--- config.mk ---
export PLATFORM = sky130hd
export DESIGN_NAME = seg7_scan_ctrl
export DESIGN_NICKNAME = d
export VERILOG_FILES = /design/src/rtl/seg7_scan_ctrl.sv
export SDC_FILE = /design/constraint.sdc
export NUM_CORES = 1
export LEC_CHECK = 0
export ABC_AREA = 1
export ABC_CLOCK_PERIOD_IN_PS = 2400
export CELL_PAD_IN_SITES_DETAIL_PLACEMENT = 1
export CELL_PAD_IN_SITES_GLOBAL_PLACEMENT = 1
export CORE_MARGIN = 2
export CORE_UTILIZATION = 23
export DETAILED_ROUTE_END_ITERATION = 6
export GPL_TIMING_DRIVEN = 0
export PLACE_DENSITY = 0.54
export SETUP_SLACK_MARGIN = 0.3
export SKIP_CTS_REPAIR_TIMING = 1
export SYNTH_ARGS = -nofsm -noshare
export SYNTH_HDL_FRONTEND = slang
export SYNTH_SLANG_ARGS = --single-unit
--- constraint.sdc ---
create_clock -name clk -period 2.4 [get_ports clk]
set_clock_uncertainty 0.1 [all_clocks]
set_input_delay 0.48 -clock clk [delete_from_list [all_inputs] [get_ports clk]]
set_output_delay 0.48 -clock clk [all_outputs]
set_load 0.01 [all_outputs]
--- src/rtl/seg7_scan_ctrl.sv ---
// seg7_scan_ctrl: multiplexes one shared 4->7 decoder across NDIG common-anode digits with a double-buffered value.
// Optional leading-zero suppression is enabled by defining SEG7_LZ_SUPPRESS_EN.
module seg7_scan_ctrl #(
    parameter int NDIG      = 4,
    parameter int DWELL     = 50000,
    parameter int BLANK_CYC = 500
) (
    input  logic              clk,
    input  logic              rst_n,
    input  logic              enable,
    input  logic              load,
    input  logic [4*NDIG-1:0] data_in,
    input  logic [NDIG-1:0]   blank_mask,
    output logic [3:0]        dec_nibble,
    input  logic [6:0]        seg_in,
    output logic [6:0]        seg_out,
    output logic [NDIG-1:0]   an_n,
    output logic              frame_done
);
    localparam int CMAX = DWELL > BLANK_CYC ? DWELL : BLANK_CYC;
    localparam int CW   = CMAX > 1 ? $clog2(CMAX) : 1;
    localparam int IW   = NDIG > 1 ? $clog2(NDIG) : 1;
    localparam logic [CW-1:0] B_LAST = CW'(BLANK_CYC - 1);
    localparam logic [CW-1:0] D_LAST = CW'(DWELL - 1);
    localparam logic [IW-1:0] I_LAST = IW'(NDIG - 1);

    typedef enum logic [1:0] {IDLE, BLANK, DRIVE} state_t;

    state_t            state, state_nx;
    logic [IW-1:0]     idx, idx_nx;
    logic [CW-1:0]     cnt, cnt_nx;
    logic [4*NDIG-1:0] act, act_nx, pend, pend_nx;
    logic              pv, pv_nx, bound, fd_nx;
    logic [3:0]        dec_nx;
    logic [6:0]        seg_nx;
    logic [NDIG-1:0]   an_nx, dark;

`ifdef SEG7_LZ_SUPPRESS_EN
    logic [NDIG-1:0] lz;
    // Walk down from the top digit; a digit is suppressed while everything above and including it is zero.
    always_comb begin : lz_scan
        logic z;
        lz = '0;
        z  = 1'b1;
        for (int k = NDIG - 1; k >= 1; k--) begin
            z     = z & (act[4*k +: 4] == 4'h0);
            lz[k] = z;
        end
    end
    assign dark = blank_mask | lz;
`else
    assign dark = blank_mask;
`endif

    always_comb begin
        state_nx = state;
        idx_nx   = idx;
        cnt_nx   = cnt;
        bound    = 1'b0;
        fd_nx    = 1'b0;
        an_nx    = '1;
        seg_nx   = 7'h7F;
        if (!enable) begin
            state_nx = IDLE;
            idx_nx   = '0;
            cnt_nx   = '0;
        end else begin
            case (state)
                IDLE: begin
                    state_nx = BLANK;
                    idx_nx   = '0;
                    cnt_nx   = '0;
                    bound    = 1'b1;
                end
                BLANK: begin
                    state_nx = cnt == B_LAST ? DRIVE : BLANK;
                    cnt_nx   = cnt == B_LAST ? '0 : cnt + 1'b1;
                end
                DRIVE: begin
                    state_nx = cnt == D_LAST ? BLANK : DRIVE;
                    cnt_nx   = cnt == D_LAST ? '0 : cnt + 1'b1;
                    if (cnt == D_LAST) begin
                        idx_nx = idx == I_LAST ? '0 : idx + 1'b1;
                        bound  = idx == I_LAST;
                        fd_nx  = idx == I_LAST;
                    end
                end
                default: state_nx = IDLE;
            endcase
        end
        if (state_nx == DRIVE && !dark[idx_nx]) begin
            an_nx  = ~(NDIG'(1) << idx_nx);
            seg_nx = seg_in;
        end
        // A load on the frame boundary bypasses pending so it shows in the frame that starts now.
        act_nx  = bound ? (load ? data_in : (pv ? pend : act)) : act;
        pend_nx = load ? data_in : pend;
        pv_nx   = !bound && (load || pv);
        dec_nx  = (state_nx == BLANK && state != BLANK) ? act_nx[4*idx_nx +: 4] : dec_nibble;
    end

    always_ff @(posedge clk or negedge rst_n) begin
        if (!rst_n) begin
            state      <= IDLE;
            idx        <= '0;
            cnt        <= '0;
            act        <= '0;
            pend       <= '0;
            pv         <= 1'b0;
            dec_nibble <= 4'h0;
            seg_out    <= 7'h7F;
            an_n       <= '1;
            frame_done <= 1'b0;
        end else begin
            state      <= state_nx;
            idx        <= idx_nx;
            cnt        <= cnt_nx;
            act        <= act_nx;
            pend       <= pend_nx;
            pv         <= pv_nx;
            dec_nibble <= dec_nx;
            seg_out    <= seg_nx;
            an_n       <= an_nx;
            frame_done <= fd_nx;
        end
    end
endmodule

==> implementation parameters <==
Parameter                              Value

STA
  Number of pins with negative max-slew slack in the final report    0
  Max Clock Freq    481 MHz
  Sum of negative setup slack    0 ns
  Final setup violation count    0
  Worst Max-Slew Pin Slew    0.627 ns
  Hold_ws    about 0.38 ns
  Fin crit period    a little over 2 ns
  Worst path setup slack after routing    0.322 ns
  Post-route clock period utilization    86.6%
  Final Hold Viols    0
  Headroom to the max-slew limit    58.2%
  RSZ-0062 raised after global routing    yes

Yosys
  Cell types with the highest counts after synthesis    177 x sky130_fd_sc_hd__nand2_1, 58 x sky130_fd_sc_hd__dfrtp_1, 40 x sky130_fd_sc_hd__inv_1, 36 x sky130_fd_sc_hd__nand3_1, 36 x sky130_fd_sc_hd__o21ai_0
  Adder-Cell Fraction of Synth Area    under 10%
  Post-synthesis simple-gate area fraction    36.6%
  Async set or reset register ratio after synthesis    100%
  Area fraction of the dominant cell type after synthesis    38.1%
  Leading cell types by total area after synthesis    sky130_fd_sc_hd__dfrtp_1 38%, sky130_fd_sc_hd__nand2_1 17%, sky130_fd_sc_hd__dfstp_2 7.6%, sky130_fd_sc_hd__nand3_1 4.7%, sky130_fd_sc_hd__o21ai_0 4.7%
  Synthesized area divided by synthesized cell count    7.81 µm²
  Synth Area in XOR/XNOR    1.38%
  Yosys top cell by area    sky130_fd_sc_hd__dfrtp_1
  Share of cell area taken by muxes after synthesis    0.263%
  Mapped Cells    488
  Area of the mapped netlist    3810 µm²
  Share of the synthesized area in compound gates (AO/OA/AOI/OAI)    6.37%
  Primary FF master, synth    sky130_fd_sc_hd__dfrtp_1
  Synth unique cells    38
  Net count of the mapped netlist    525
  Ys Warns    0
  Number of flip-flops and latches in the synthesized netlist    69
  Number of enable flip-flop cells after synthesis    0
  Sequential share of the synthesized area    45.7%
  Dominant cell by count in the synthesized netlist    sky130_fd_sc_hd__nand2_1
  Largest family of logic cells by synthesized area    simple AND/OR/NAND/NOR gates

Critical path
  Crit-path slowest cell    sky130_fd_sc_hd__dfrtp_1
  Crit Reg-Reg Endpoint    dec_nibble[1]$_DFFE_PN0P_
  Worst path max stage delay    0.38 ns
  Critical Path End Type    register
  Worst path top cell family by delay    simple AND/OR/NAND/NOR gates
  Count of buffering cells on the critical path with inverters included    2
  Critical path arrival    2.26 ns
  Setup CP Type    register to register
  Category of the worst setup path launch point    register
  Series of cell instances along the critical path    ha_4 -> inv_4 -> nor2_4 -> nand2_2 -> nor2_4 -> nand4_4 -> nand2_4 -> buf_6 -> nand2_2 -> nand2_2 -> nand3_2 -> nand2_2 -> nand2_1 -> nand2_1 -> nand2_1 -> nand2_1
  Launch point of the worst reg-to-reg path    cnt[1]$_DFFE_PN0P_
  CP Data Required Time    between 2 and 3 ns
  R2R depth    16
  Maximum fanout along the worst path    7
  Setup slack of the most critical reg-to-reg path    0.32 ns

Finish
  # diodes    0
  Layout filler cell count    1936
  Final net count    609
  Fraction of layout instances using a drive strength above 1    approximately a quarter
  Final core utilization    between 30% and 40%
  Layout-stage area growth over the synthesis result    39.5%

Pwr
  Peak VDD IR    0.305 mV
  Power Total    0.00319 W
  Pleak    approximately 2.6 nW
  Total power per unit cell area    600 nW/µm²

Outcome
  Result of the run    complete, no violations

Die
  Number of standard-cell rows in the floorplan    47
  Die Outline Area    17600 µm²
  Die height    133 µm
  Boundary pin count    47
  Initial cell density of the core    around 23%
  Core footprint    16400 µm²
  Chip Width    about 130 µm

CTS
  Insertion delay to the later sink of the worst-skew pair    around 0.34 ns
  Number of H-tree levels    3
  TritonCTS clock tree    done
  Clock-pin slew on the worst setup and hold paths    around 0.05 ns
  Clock Tree Buf Depth    2
  CTS Root Cell    sky130_fd_sc_hd__clkbuf_16
  Number of clock sinks    69
  TritonCTS buffer count    9

Placed design
  GPL Wtd Cong    between 0.7 and 0.8
  Detailed-placement wirelength estimate    between 8 and 9 mm
  Pre-CTS setup slack    -0.175 ns
  Number of buffers added on ports    45

Min path
  Worst min-delay path endpoint    dec_nibble[3]$_DFFE_PN0P_
  Hold WC Path Type    register to register
  Hold path cells    2
  Worst hold start    dec_nibble[3]$_DFFE_PN0P_

Detailed routing
  Via count    between 3000 and 4000
  Drt via density    4.32
  Routed WL per cell    14.5 µm
  Detailed router's first-iteration violation count    118
  Final WL    11.6 mm
  Number of design rule violations left after detail routing    0
  Number of nets with antenna violations after detailed routing    0
  Pre-Repair DR Iteration Count    4

Job
  Count of max-cap constraint violations    0

Global routing
  Initial antenna violation count    0
  Global-route wire length before repair    around 19 mm
  Remaining global-route overflow    0
  Maximum number of pins on one net before global-route repair    42
  Aggregate global-route resource usage    13.4%
  Via count of the first global-routing pass    approximately 3600
[through the flow]
stage	instances	area, µm²
6_report	797	5310
5_1_grt	797	5310
4_1_cts	770	4860
3_5_place_dp	754	4560
3_3_place_gp	753	4540
2_1_floorplan	488	3810
[registers in the layout (all words and copies together), names as in the netlist]
signal,cells
act,16
cnt,16
pend,16
seg_out,7
an_n,4
dec_nibble,4
idx,2
state,2
frame_done,1
pv,1
[power breakdown]
part	switching (W)	total, W	internal [W]
clock	0.000500	0.00136	0.000863
sequential	0.0000521	0.00131	0.00125
combinational	0.000299	0.000517	0.000218
[worst max-delay path by stage]
stage	slack [ns]	cells past startpoint	endpoint	startpoint
floorplan	0.49	12	cnt[12]$_DFFE_PN0P_	state[0]$_DFF_PN0_
global placement	-1.95	1	state[0]$_DFF_PN0_	rst_n
detailed placement	-0.17	12	dec_nibble[2]$_DFFE_PN0P_	load
CTS	0.14	16	dec_nibble[1]$_DFFE_PN0P_	cnt[0]$_DFFE_PN0P_
global route	0.18	16	dec_nibble[1]$_DFFE_PN0P_	cnt[1]$_DFFE_PN0P_
finish	0.32	16	dec_nibble[1]$_DFFE_PN0P_	cnt[1]$_DFFE_PN0P_
[final cells by class]
type	count	area, µm²	share of cell area (%)
clock buffer	15	268	5.04
inverter	50	203	3.81
clock inverter	1	30.0	0.565
tap	220	275	5.18
sequential	69	1740	32.8
timing repair buffer	72	719	13.5
buffer	18	128	2.40
multi-input combinational	352	1950	36.7
[worst reg2reg max path: stages (launching register included)]
cell and delay, ns:
sky130_fd_sc_hd__dfrtp_1 0.38, sky130_fd_sc_hd__ha_4 0.17, sky130_fd_sc_hd__inv_4 0.05, sky130_fd_sc_hd__nor2_4 0.09, sky130_fd_sc_hd__nand2_2 0.06, sky130_fd_sc_hd__nor2_4 0.15, sky130_fd_sc_hd__nand4_4 0.17, sky130_fd_sc_hd__nand2_4 0.18
sky130_fd_sc_hd__buf_6 0.14, sky130_fd_sc_hd__nand2_2 0.05, sky130_fd_sc_hd__nand2_2 0.09, sky130_fd_sc_hd__nand3_2 0.07, sky130_fd_sc_hd__nand2_2 0.08, sky130_fd_sc_hd__nand2_1 0.04, sky130_fd_sc_hd__nand2_1 0.06, sky130_fd_sc_hd__nand2_1 0.05
sky130_fd_sc_hd__nand2_1 0.08
[cell usage in the layout, fill, tap and decap left out, types with 3 or more instances in the layout]
cell type | Yosys | routed
sky130_fd_sc_hd__buf_2 | 7 | 7
sky130_fd_sc_hd__buf_4 | 1 | 23
sky130_fd_sc_hd__buf_6 | 2 | 4
sky130_fd_sc_hd__buf_8 | 1 | 3
sky130_fd_sc_hd__clkbuf_1 | 7 | 7
sky130_fd_sc_hd__clkbuf_16 | 0 | 11
sky130_fd_sc_hd__clkdlybuf4s50_1 | 0 | 44
sky130_fd_sc_hd__dfrtp_1 | 58 | 56
sky130_fd_sc_hd__dfstp_2 | 11 | 11
sky130_fd_sc_hd__ha_1 | 6 | 3
sky130_fd_sc_hd__inv_1 | 40 | 39
sky130_fd_sc_hd__inv_2 | 5 | 6
sky130_fd_sc_hd__inv_4 | 1 | 3
sky130_fd_sc_hd__nand2_1 | 177 | 159
sky130_fd_sc_hd__nand2_2 | 11 | 27
sky130_fd_sc_hd__nand2_4 | 5 | 7
sky130_fd_sc_hd__nand3_1 | 36 | 34
sky130_fd_sc_hd__nand4_1 | 5 | 5
sky130_fd_sc_hd__nand4_2 | 10 | 10
sky130_fd_sc_hd__nor2_1 | 33 | 26
sky130_fd_sc_hd__nor2_2 | 3 | 6
sky130_fd_sc_hd__nor2_4 | 3 | 7
sky130_fd_sc_hd__nor3_1 | 4 | 3
sky130_fd_sc_hd__o21ai_0 | 36 | 31
sky130_fd_sc_hd__o21ai_1 | 1 | 6
sky130_fd_sc_hd__xor2_1 | 4 | 4
[cells by family after synthesis]
| kind of cell | Yosys count |
|---|---|
| and+or+nand+nor | 293 |
| DFF | 69 |
| buffers and inverters | 68 |
| AOI/OAI and AO/OA | 45 |
| xor gates and xnor gates | 6 |
| adders and majority gates | 6 |
| muxes | 1 |
[layer usage]
metal  vias up  wire length [µm]  share of wire (%)  track usage, %
met1      1679              5300                 46            16.7
met2        41              5680                 49            22.8
li1       1710                 -                  -               -
met3        10               458                4.0            3.91
met5         -                 0                  0               0
met4         0               135                1.2            3.46
Power figures use the tool's default switching activity.
